==> config.mk <==
export PLATFORM = sky130hd
export DESIGN_NAME = vx_barrier_ctl
export DESIGN_NICKNAME = d
export VERILOG_FILES = /design/src/rtl/vx_barrier_ctl_pkg.sv /design/src/rtl/vx_barrier_slot.sv /design/src/rtl/vx_barrier_ctl.sv
export SDC_FILE = /design/constraint.sdc
export NUM_CORES = 1
export LEC_CHECK = 0
export BUFFER_PORTS_ARGS = -buffer_cell sky130_fd_sc_hd__buf_4
export CORE_ASPECT_RATIO = 1.2
export CORE_MARGIN = 5
export CORE_UTILIZATION = 52
export CTS_BUF_LIST = sky130_fd_sc_hd__clkbuf_8
export DETAILED_ROUTE_END_ITERATION = 16
export PLACE_DENSITY_LB_ADDON = 0.05
export SETUP_SLACK_MARGIN = 0.2
export SLEW_MARGIN = 40
export SYNTH_ARGS = -nofsm -noshare
export SYNTH_HDL_FRONTEND = slang
export SYNTH_SLANG_ARGS = --single-unit
==> constraint.sdc <==
create_clock -name clk -period 6.6 [get_ports clk]
set_clock_uncertainty 0.05 [all_clocks]
set_input_delay 0.99 -clock clk [delete_from_list [all_inputs] [get_ports clk]]
set_output_delay 0.99 -clock clk [all_outputs]
set_load 0.03 [all_outputs]
==> src/rtl/vx_barrier_ctl_pkg.sv <==
// Shared types and constants for the barrier controller.
// The request struct is sized from the default build configuration below.
package vx_barrier_ctl_pkg;

    localparam int VX_NUM_WARPS    = 4;
    localparam int VX_NUM_BARRIERS = 4;

    function automatic int nb_width(input int n);
        return (n > 1) ? $clog2(n) : 1;
    endfunction

    localparam int VX_NW_WIDTH = $clog2(VX_NUM_WARPS);
    localparam int VX_NB_WIDTH = nb_width(VX_NUM_BARRIERS);

    typedef struct packed {
        logic                   valid;
        logic [VX_NB_WIDTH-1:0] id;
        logic [VX_NW_WIDTH-1:0] size_m1;
    } barrier_req_t;

    typedef enum logic {
        BAR_IDLE,
        BAR_FILLING
    } bar_state_e;

endpackage

==> src/rtl/vx_barrier_slot.sv <==
// One hardware barrier: counts arrivals, holds the waiting-warp mask and
// reports a release (combinational) on the arrival that completes it.
//
// state       | meaning
// BAR_IDLE    | no warp waiting; next arrival latches the barrier size
// BAR_FILLING | at least one warp waiting; count/mask/size valid
module vx_barrier_slot
    import vx_barrier_ctl_pkg::*;
#(
    parameter int NUM_WARPS = VX_NUM_WARPS,
    parameter int NW_WIDTH  = $clog2(NUM_WARPS)
) (
    input  logic                 clk,
    input  logic                 reset,
    input  logic                 i_arrive,
    input  logic [NW_WIDTH-1:0]  i_wid,
    input  logic [NW_WIDTH-1:0]  i_size_m1,
    output logic                 o_release,
    output logic [NUM_WARPS-1:0] o_release_mask,
    output logic [NUM_WARPS-1:0] o_mask
);

    bar_state_e            r_state, w_state_nxt;
    logic [NW_WIDTH-1:0]   r_count, w_count_nxt;
    logic [NW_WIDTH-1:0]   r_size,  w_size_nxt;
    logic [NUM_WARPS-1:0]  r_mask,  w_mask_nxt;
    logic [NUM_WARPS-1:0]  w_bit;

    assign w_bit  = NUM_WARPS'(1) << i_wid;
    assign o_mask = r_mask;

    // Slot state register.
    always_ff @(posedge clk) begin
        if (reset) begin
            r_state <= BAR_IDLE;
            r_count <= '0;
            r_size  <= '0;
            r_mask  <= '0;
        end else begin
            r_state <= w_state_nxt;
            r_count <= w_count_nxt;
            r_size  <= w_size_nxt;
            r_mask  <= w_mask_nxt;
        end
    end

    // Next-state and release decision for one arrival.
    always_comb begin
        w_state_nxt    = r_state;
        w_count_nxt    = r_count;
        w_size_nxt     = r_size;
        w_mask_nxt     = r_mask;
        o_release      = 1'b0;
        o_release_mask = '0;
        if (i_arrive) begin
            case (r_state)
                BAR_IDLE: begin
                    if (i_size_m1 == '0) begin
                        // Single-warp barrier: release at once, never stalls.
                        o_release      = 1'b1;
                        o_release_mask = w_bit;
                    end else begin
                        w_state_nxt = BAR_FILLING;
                        w_size_nxt  = i_size_m1;
                        w_count_nxt = NW_WIDTH'(1);
                        w_mask_nxt  = w_bit;
                    end
                end
                BAR_FILLING: begin
                    if (r_count == r_size) begin
                        o_release      = 1'b1;
                        o_release_mask = r_mask | w_bit;
                        w_state_nxt    = BAR_IDLE;
                        w_count_nxt    = '0;
                        w_size_nxt     = '0;
                        w_mask_nxt     = '0;
                    end else begin
                        w_count_nxt = r_count + NW_WIDTH'(1);
                        w_mask_nxt  = r_mask | w_bit;
                    end
                end
                default: w_state_nxt = BAR_IDLE;
            endcase
        end
    end

endmodule

==> src/rtl/vx_barrier_ctl.sv <==
// Barrier controller on the warp-control bus: decodes barrier ops to
// per-barrier slots, exposes the stalled-warp vector and registers a
// one-cycle release pulse. Optional stall-cycle counter: VX_BARRIER_PERF_EN.
module vx_barrier_ctl
    import vx_barrier_ctl_pkg::*;
#(
    parameter int NUM_WARPS    = VX_NUM_WARPS,
    parameter int NUM_BARRIERS = VX_NUM_BARRIERS,
    parameter int NW_WIDTH     = $clog2(NUM_WARPS),
    parameter int NB_WIDTH     = nb_width(NUM_BARRIERS)
) (
    input  logic                 clk,
    input  logic                 reset,
    input  logic                 ctl_valid,
    input  logic [NW_WIDTH-1:0]  ctl_wid,
    input  logic                 bar_valid,
    input  logic [NB_WIDTH-1:0]  bar_id,
    input  logic [NW_WIDTH-1:0]  bar_size_m1,
    output logic [NUM_WARPS-1:0] stalled_mask,
    output logic                 release_valid,
    output logic [NB_WIDTH-1:0]  release_id,
    output logic [NUM_WARPS-1:0] release_mask
`ifdef VX_BARRIER_PERF_EN
    ,
    output logic [63:0]          perf_stall_cycles
`endif
);

    barrier_req_t          w_req;
    logic                  w_dup;
    logic                  w_accept;
    logic                  w_slot_rel   [NUM_BARRIERS];
    logic [NUM_WARPS-1:0]  w_slot_rmask [NUM_BARRIERS];
    logic [NUM_WARPS-1:0]  w_slot_mask  [NUM_BARRIERS];
    logic                  w_rel_any;
    logic [NUM_WARPS-1:0]  w_rel_mask;
    logic                  r_release_valid;
    logic [NB_WIDTH-1:0]   r_release_id;
    logic [NUM_WARPS-1:0]  r_release_mask;

    assign w_req.valid   = ctl_valid & bar_valid;
    assign w_req.id      = bar_id;
    assign w_req.size_m1 = bar_size_m1;

    // A warp already waiting somewhere cannot arrive again; drop it.
    assign w_dup    = w_req.valid & stalled_mask[ctl_wid];
    assign w_accept = w_req.valid & ~w_dup;

    for (genvar g = 0; g < NUM_BARRIERS; g++) begin : g_slot
        vx_barrier_slot #(
            .NUM_WARPS (NUM_WARPS),
            .NW_WIDTH  (NW_WIDTH)
        ) u_slot (
            .clk            (clk),
            .reset          (reset),
            .i_arrive       (w_accept && (w_req.id == NB_WIDTH'(g))),
            .i_wid          (ctl_wid),
            .i_size_m1      (w_req.size_m1),
            .o_release      (w_slot_rel[g]),
            .o_release_mask (w_slot_rmask[g]),
            .o_mask         (w_slot_mask[g])
        );
    end

    // Merge slot views; only the addressed slot can release in a cycle.
    always_comb begin
        stalled_mask = '0;
        w_rel_any    = 1'b0;
        w_rel_mask   = '0;
        for (int i = 0; i < NUM_BARRIERS; i++) begin
            stalled_mask = stalled_mask | w_slot_mask[i];
            w_rel_any    = w_rel_any | w_slot_rel[i];
            w_rel_mask   = w_rel_mask | w_slot_rmask[i];
        end
    end

    // Release pulse register; outputs are zero whenever no release.
    always_ff @(posedge clk) begin
        if (reset) begin
            r_release_valid <= 1'b0;
            r_release_id    <= '0;
            r_release_mask  <= '0;
        end else begin
            r_release_valid <= w_rel_any;
            r_release_id    <= w_rel_any ? w_req.id : '0;
            r_release_mask  <= w_rel_mask;
        end
    end

    assign release_valid = r_release_valid;
    assign release_id    = r_release_id;
    assign release_mask  = r_release_mask;

`ifdef VX_BARRIER_PERF_EN
    logic [63:0] r_perf_stall;

    // Accumulate warp-cycles spent waiting at barriers.
    always_ff @(posedge clk) begin
        if (reset) begin
            r_perf_stall <= '0;
        end else begin
            r_perf_stall <= r_perf_stall + 64'($countones(stalled_mask));
        end
    end

    assign perf_stall_cycles = r_perf_stall;
`endif

`ifndef SYNTHESIS
    // Flag a warp arriving while it is still parked at a barrier.
    always @(posedge clk) begin
        if (!reset) begin
            a_no_dup_arrival: assert (!w_dup)
                else $warning("duplicate barrier arrival ignored: warp %0d", ctl_wid);
        end
    end
`endif

endmodule

Word-level counts from Yosys, hierarchy flattened
Index checks and enable logic that the tools add are counted.

storage, ports and cells
  flip-flop bits (word level) = 43
  output and inout bits = 11
  input port bits = 10

operators by class
  bitwise operators = 22
  magnitude comparators = 1
  multiplexer cells = 64
  reduce and logical (&&, ||, !) cells = 15
  $add $sub $neg = 4
  eq/ne operators = 15
  shift operators = 1

operator list
  operator                                                    number
  one-hot mux 4 bit (2 select lines)                          8
  two-way mux 4 bit                                           14
  OR 4 bit                                                    10
  one-hot mux 2 bit (2 select lines)                          8
  two-way mux 2 bit                                           10
  inequality test 2 bit, second input constant                8
  one-hot mux 1 bit (2 select lines)                          8
  two-way mux 1 bit                                           15
  AND reduction 3 bit                                         4
  adder 2 x 1 -> 2 bit, second input constant                 4
  equality test 2 bit                                         4
  AND reduction 2 bit                                         4
  NOT 1 bit                                                   6
  equality test 2 bit, second input constant                  2
  logical AND 1 bit                                           4
  zero test 2 bit                                             2
  << shifter 1 x 2 -> 4 bit, first input constant             1
  AND 1 bit                                                   3
  less-than comparator 2 x 3 -> 1 bit, second input constant  1
  OR 1 bit                                                    3
  binary-select mux 1 bit (select 2 bit)                      1
  equality test 2 x 1 -> 1 bit, second input constant         1
  OR reduction 2 bit                                          1

Depth between registers and ports, before layout
Gate-level depths: netlist of run 1.

  depth in word-level cells = 15
  gate-level depth with buffers = 7
  depth with buffers taken out = 6

Modules after synthesis
A second synthesis of run 1 with hierarchy kept.

second synthesis, totals
  cells, all modules = 336
  area, all modules = 2,807.7 um2

modules (own cells, without submodules)
  module           area each (um2)  times used  cells each
  vx_barrier_slot  619.3            4           75
  vx_barrier_ctl   330.3            1           36

Worst setup path after synthesis of run 1
OpenSTA, ideal clock, no wires.

  kind = in2reg
  from = input ctl_wid[1]
  to = register g_slot[0].u_slot.r_size[0]
  library setup time = 0.117 ns
  stages on the path = 6
  slack = 3.991 ns
  path buffers = 1
  required time = 6.433 ns
  arrival = 2.442 ns
  path through = and2_1 > a22o_1 > or4_1 > buf_2 > o21a_4 > a22o_1

on the way
  longest elaborated chain between the ends = 7

ends and longest elaborated chain
  element                                  RTL line               text
  start, declared                          vx_barrier_ctl.sv:15   input logic [NW_WIDTH-1:0] ctl_wid,
  binary-select mux 1 bit (select 2 bit)   vx_barrier_ctl.sv:46   assign w_dup = w_req.valid & stalled_mask[ctl_wid];
  two-way mux 1 bit (implied by the code)  vx_barrier_ctl.sv:46
  AND 1 bit                                vx_barrier_ctl.sv:46
  NOT 1 bit                                vx_barrier_ctl.sv:47   assign w_accept = w_req.valid & ~w_dup;
  AND 1 bit                                vx_barrier_ctl.sv:47
  logical AND 1 bit                        vx_barrier_ctl.sv:56   .i_arrive (w_accept && (w_req.id == NB_WIDTH'(g))),
  AND reduction 3 bit (no line)            -
  end signal, assigned                     vx_barrier_slot.sv:42  r_size <= w_size_nxt;
  end, declared                            vx_barrier_slot.sv:25  logic [NW_WIDTH-1:0] r_size, w_size_nxt;

Every way passes these cells. The select of a mux whose other input is x is not followed.
A chain may end at the register's enable or synchronous reset.

Worst setup path in the final report of run 1
  from = input ctl_wid[1]
  to = register g_slot[0].u_slot.r_size[1]

The elaborated chain is that of the path after synthesis.

==> impl_metrics.py, run 1 <==
metrics = {
    "clock_network": {
        "cts_setup_buffers": 0,
        "cts_max_path_buffers": 2,
        "cts.sinks": 43,
        "cts_hold_buf": 0,
        "cts.reportedPaths.clkPinSlew_ns": 0.08,
        "cts_buffers": 5,
        "worstSkewPairLatency_ns": 0.30,
        "cts_tree": "yes",
        "cts_root_buf": "clkbuf_8",
        "ctsHtreeMaxLevel": 2,
        "cts-resized-gates": 0,
    },
    "finish": {
        "multi_input_area_um2": 1280,
        "n_antenna_cell": 0,
        "fillers": 394,
        "drive_gt1_frac": 0.167,
        "seq_area_um2": 861,
        "final_nets": 279,
        "syn_to_final_growth_pct": 11.4,
        "final_area_um2": 2530,
    },
    "grt": {
        "track_usage": 0.215,
        "grt_max_degree": 24,
        "antenna_found_initial": 0,
        "grt_pass1_vias": 1923,
        "grt_overflow": 0,
        "grt_pass1_wl_um": 9720,
    },
    "floorplan": {
        "floorplan.initialDensity": 0.534,
        "die-width_um": 70.4,
        "core-area_um2": 4260,
        "rows": 26,
        "boundaryPins": 21,
        "dieArea_um2": 5800,
        "die_h_um": 82.5,
    },
    "timing": {
        "rsz0062_at_grt": "false",
        "report.final.slew_viol_count": 0,
        "setup_viol": 0,
        "finalCritPeriodShare": 0.419,
        "fmax_mhz": 362,
        "fin_crit_ns": 2.76,
        "hold_viol": 0,
        "fin_hold_ws_ns": 0.421,
        "worst_pin_slew_ns": 0.743,
        "fin_tns_setup_ns": 0,
        "max_slew_margin": 0.505,
    },
    "pwr": {
        "pwr-share-clk": 0.393,
        "vdd_drop_max_v": 0.000116,
        "comb_power_share": 0.112,
        "p_total_mw": 0.541,
        "seqPwrFrac": 0.495,
        "p_int_mw": 0.408,
        "powerDensity_nw_per_um2": 214,
        "leakage_nw": 0.875,
        "p_sw_frac": 0.246,
        "p_sw_mw": 0.133,
    },
    "worst_setup_path": {
        "rrSetupSlack_ns": 3.96,
        "worstPathMaxFanout": 11,
        "end_kind": "flop",
        "cp.arrival_ns": 2.91,
        "rr_worst_depth": 5,
        "required_ns": 6.74,
        "startpoint_type": "primary input",
        "critPathKind": "in -> reg",
    },
    "drt": {
        "wirelength_um": 5800,
        "dr.pass1.iters": 4,
        "viasPerCell": 6.12,
        "ant_nets": 0,
        "drt_iter0_drc": 229,
        "drc_errors": 0,
        "vias": 1996,
        "wl_per_cell_um": 17.8,
    },
    "logic_synthesis": {
        "synth.top_cells.by_count": "dfxtp_1, o21ai_0, nand2_1",
        "async_flop_share": 0,
        "synth.most_common_cell": "dfxtp_1",
        "synth.area.top_cells": "dfxtp_1, o21ai_0, nor3_1",
        "yosys_warnings": 0,
        "synth_nets": 267,
        "ys_seq_elements": 43,
        "syn_inst": 257,
        "synthFlopType": "dfxtp_1",
        "synth_edf_count": 0,
        "synth_cell_types": 61,
        "seq_area_frac_synth": 0.378,
        "synth_top_area_share": 0.378,
        "syn_area_um2": 2270,
        "syn_area_per_cell_um2": 8.85,
        "yosysTopAreaCell": "dfxtp_1",
    },
    "run": {
        "maxCapViolations": 0,
    },
    "placement": {
        "place_area_um2": 2420,
        "post-dp-hpwl_um": 4260,
        "gp_congestion": 0.885,
        "port_buffers": 20,
    },
    "hold_path": {
        "holdPathStages": 2,
        "hold_path_class": "reg -> reg",
    },
    "outcome": {
        "status": "complete, no violations",
    },
}
[critical path: stages]
cell and delay, ns:
buf_4 0.13, and2_1 0.18, a22o_1 0.43, or4_1 0.65, o21a_4 0.29, a22o_1 0.23
[sequential cells by signal (all words and copies together), names as in the netlist]
name,flops
g_slot.u_slot.r_count,8
release_mask,4
g_slot.u_slot.r_state,4
release_id,2
g_slot.u_slot.r_size,8
g_slot.u_slot.o_mask,16
release_valid,1
[final cells by class]
class,instances,share of cell area
Tap cell,56,0.0277
Multi-Input combinational cell,185,0.506
Clock buffer,6,0.0326
Inverter,14,0.0207
Timing Repair Buffer,20,0.0593
Sequential cell,43,0.340
Clock inverter,2,0.0138
[power by group through the flow]
stage	clock network (mW)	logic, mW	registers (mW)
detailed placement	0	0.0596	0.274
finish	0.213	0.0604	0.268
floorplan	0	0.0427	0.273
CTS	0.217	0.0599	0.268
global route	0.228	0.0661	0.269
global placement	0	0.0595	0.274
[metrics by stage]
stage | setup WS, ns | utilization | instances
detailed placement | 3.54 | 0.567 | 318
floorplan | 3.99 | - | 257
CTS | 3.85 | 0.595 | 326
global route | 3.76 | 0.595 | 326
finish | 3.84 | 0.595 | 326
global placement | 3.57 | 0.567 | 318
[cells by family after synthesis]
group,count (synthesis),synth area share
muxes,2,0.00880
DFF,43,0.378
AOI/OAI and AO/OA,85,0.267
buffers and inverters,29,0.0578
xor gates and xnor gates,9,0.0347
and+or+nand+nor,89,0.254
[cell usage in the layout (no fill, tap or decap), drive strengths merged, types with 8 or more instances in the layout]
cell   Yosys  layout
o21ai     22      22
nand2     16      16
xnor2      8       8
nor3      15      15
nor2       9       9
dfxtp     43      43
buf        7      20
a21oi     13      13
inv       13      13
[layer usage]
layer,vias to the layer above,global-route usage,wire length (um),share of wire
li1,987,-,-,-
met1,949,0.283,2540,0.44
met2,48,0.353,2800,0.48
met3,12,0.0375,309,0.053
met4,0,0.0862,149,0.026
met5,-,0,0,0
[worst paths after layout]
kind | from | endpoint
max | ctl_wid[1] | g_slot[0].u_slot.r_size[1]
min | g_slot[1].u_slot.r_size[1] | g_slot[1].u_slot.r_size[1]
max reg2reg | g_slot[0].u_slot.o_mask[3] | g_slot[0].u_slot.r_size[1]
min reg2reg | g_slot[1].u_slot.r_size[1] | g_slot[1].u_slot.r_size[1]
(Power assumes the default switching activity.)
==> inputs of run 2 (changes only) <==
==> constraint.sdc (replaced) <==
create_clock -name clk -period 2.2 [get_ports clk]
set_clock_uncertainty 0.05 [all_clocks]
set_input_delay 0.33 -clock clk [delete_from_list [all_inputs] [get_ports clk]]
set_output_delay 0.33 -clock clk [all_outputs]
set_load 0.03 [all_outputs]
==> impl_metrics.py, run 2 (synthesis gave the netlist of run 1 again) <==
metrics = {
    "floorplan": {
        "die_h_um": 82.5,
        "floorplan.initialDensity": 0.534,
        "die-width_um": 70.4,
        "rows": 26,
        "boundaryPins": 21,
        "core-area_um2": 4260,
        "dieArea_um2": 5800,
    },
    "outcome": {
        "status": "finished with violations",
        "violations": "negative setup slack",
    },
    "pwr": {
        "vdd_drop_max_v": 0.000479,
        "powerDensity_nw_per_um2": 543,
        "leakage_nw": 1.16,
    },
    "worst_setup_path": {
        "critPathTopFamily": "simple AND/OR/NAND/NOR gates",
        "crit_buf_inv": 1,
        "crit_chain": "or4_4 > a22o_4 > buf_6 > or4b_4 > o21a_1 > o21a_1",
        "worstPathMaxFanout": 5,
        "required_ns": 2.34,
        "startpoint_type": "flop",
        "cp_common_cell": "o21a_1",
        "end_kind": "flop",
        "critPathKind": "reg -> reg",
        "max_stage_delay_ns": 0.58,
        "cp.arrival_ns": 2.52,
        "slowest_stage": "or4b_4",
    },
    "clock_network": {
        "cts.sinks": 43,
        "worstSkewPairLatency_ns": 0.30,
        "ctsHtreeMaxLevel": 2,
        "cts_max_path_buffers": 2,
        "cts_buffers": 5,
        "cts_root_buf": "clkbuf_8",
        "cts_tree": "yes",
        "cts.reportedPaths.clkPinSlew_ns": 0.08,
    },
    "timing": {
        "fmax_mhz": 421,
        "fin_crit_ns": 2.37,
        "max_slew_margin": 0.709,
        "worst_pin_slew_ns": 0.435,
        "hold_viol": 0,
        "setup_slack_ns": -0.175,
        "finalCritPeriodShare": 1.08,
        "rsz0062_at_grt": "true",
        "fin_tns_setup_ns": -1.18,
        "report.final.slew_viol_count": 0,
        "setup_viol": 21,
    },
    "placement": {
        "dp_cells": 356,
        "gp_congestion": 0.887,
        "port_buffers": 20,
        "post-dp-hpwl_um": 4740,
    },
    "finish": {
        "largest_reg_flops": 16,
        "drive_gt1_frac": 0.406,
        "n_antenna_cell": 0,
        "final_common_cell": "buf_4",
        "final_nets": 324,
        "finalNonFillerCells": 371,
        "final_cell_mix": "buf_4, dfxtp_1, nand2_1",
        "syn_to_final_growth_pct": 36.6,
        "fillers": 320,
    },
    "grt": {
        "use_met2": 0.398,
        "antenna_found_initial": 0,
        "met1_usage": 0.307,
        "track_usage": 0.235,
        "busiest_layer": "met2",
        "grt_max_degree": 15,
        "grt_overflow": 0,
        "grt_pass1_vias": 2111,
        "grt_pass1_wl_um": 10700,
        "grtUsageMet3": 0.0400,
    },
    "drt": {
        "dr.pass1.iters": 4,
        "wl_per_cell_um": 17.9,
        "ant_nets": 0,
        "wirelength_um": 6630,
        "drc_errors": 0,
        "viasPerCell": 5.99,
        "vias": 2223,
        "drt_iter0_drc": 186,
    },
    "run": {
        "maxCapViolations": 0,
    },
    "hold_path": {
        "hold_path_class": "in -> reg",
    },
}
## run 2: cell types whose count changed in the layout (fill, tap and decap cells not counted), moves of 4 or more
cell | before | now
o21ai_2 | 1 | 5
o21ai_0 | 21 | 7
a21oi_1 | 13 | 8
o221ai_2 | 0 | 4
o221ai_1 | 4 | 0
o2bb2ai_1 | 7 | 0
o2bb2ai_2 | 0 | 7
a21oi_2 | 0 | 4
o21ai_1 | 0 | 10
buf_6 | 0 | 8
buf_4 | 20 | 56
## run 2: report_power, final
group          switching (mW)  leakage [nW]  internal [mW]
combinational           0.144         0.755          0.103
sequential             0.0125         0.348          0.790
clock                   0.270        0.0612          0.367
total                   0.426          1.16           1.26
## run 2: layer usage
layer,part of all wire,vias up
met5,0,-
met4,0.017,0
met3,0.053,12
met2,0.49,62
met1,0.44,1064
li1,-,1085
## run 2: path summary, 6_finish.rpt
check | from | end | slack [ns] | cells past startpoint
min | reset | g_slot[2].u_slot.o_mask[3] | 0.25 | 2
max reg2reg | g_slot[2].u_slot.o_mask[3] | g_slot[3].u_slot.r_count[1] | -0.17 | 6
min reg2reg | g_slot[1].u_slot.r_size[1] | g_slot[1].u_slot.r_size[1] | 0.44 | 2
max | g_slot[2].u_slot.o_mask[3] | g_slot[3].u_slot.r_count[1] | -0.17 | 6
## run 2: repair_timing
action / in CTS / in global routing
hold buffers: 0 / 0
setup endpoints to repair: 41 / 42
pin swaps: 22 / 20
resized for setup: 21 / 21
setup buffers: 3 / 3
hold endpoints to repair: 0 / 0
gates cloned: 1 / 0
## run 2: per-stage QoR
step	hold slack (ns)	setup slack (ns)	power, mW	utilization	area, um^2
after global routing	0.242	-0.206	1.75	0.729	3110
after detailed placement	0.422	-0.145	1.04	0.647	2760
final	0.253	-0.175	1.69	0.729	3110
after CTS	0.226	-0.146	1.68	0.701	2990
after global placement	0.414	-0.112	1.03	0.647	2760
after floorplan	0.393	-0.168	0.956	-	2340
## run 2: cell type report
type                    count  area (um^2)  share of cell area
well taps                  56         70.1              0.0225
clock inverters             2         35.0              0.0113
clock buffers               6         82.6              0.0266
multi-input cells         185         1490               0.479
inverters                  14         52.6              0.0169
flip-flops and latches     43          863               0.278
repair buffers             65          515               0.166
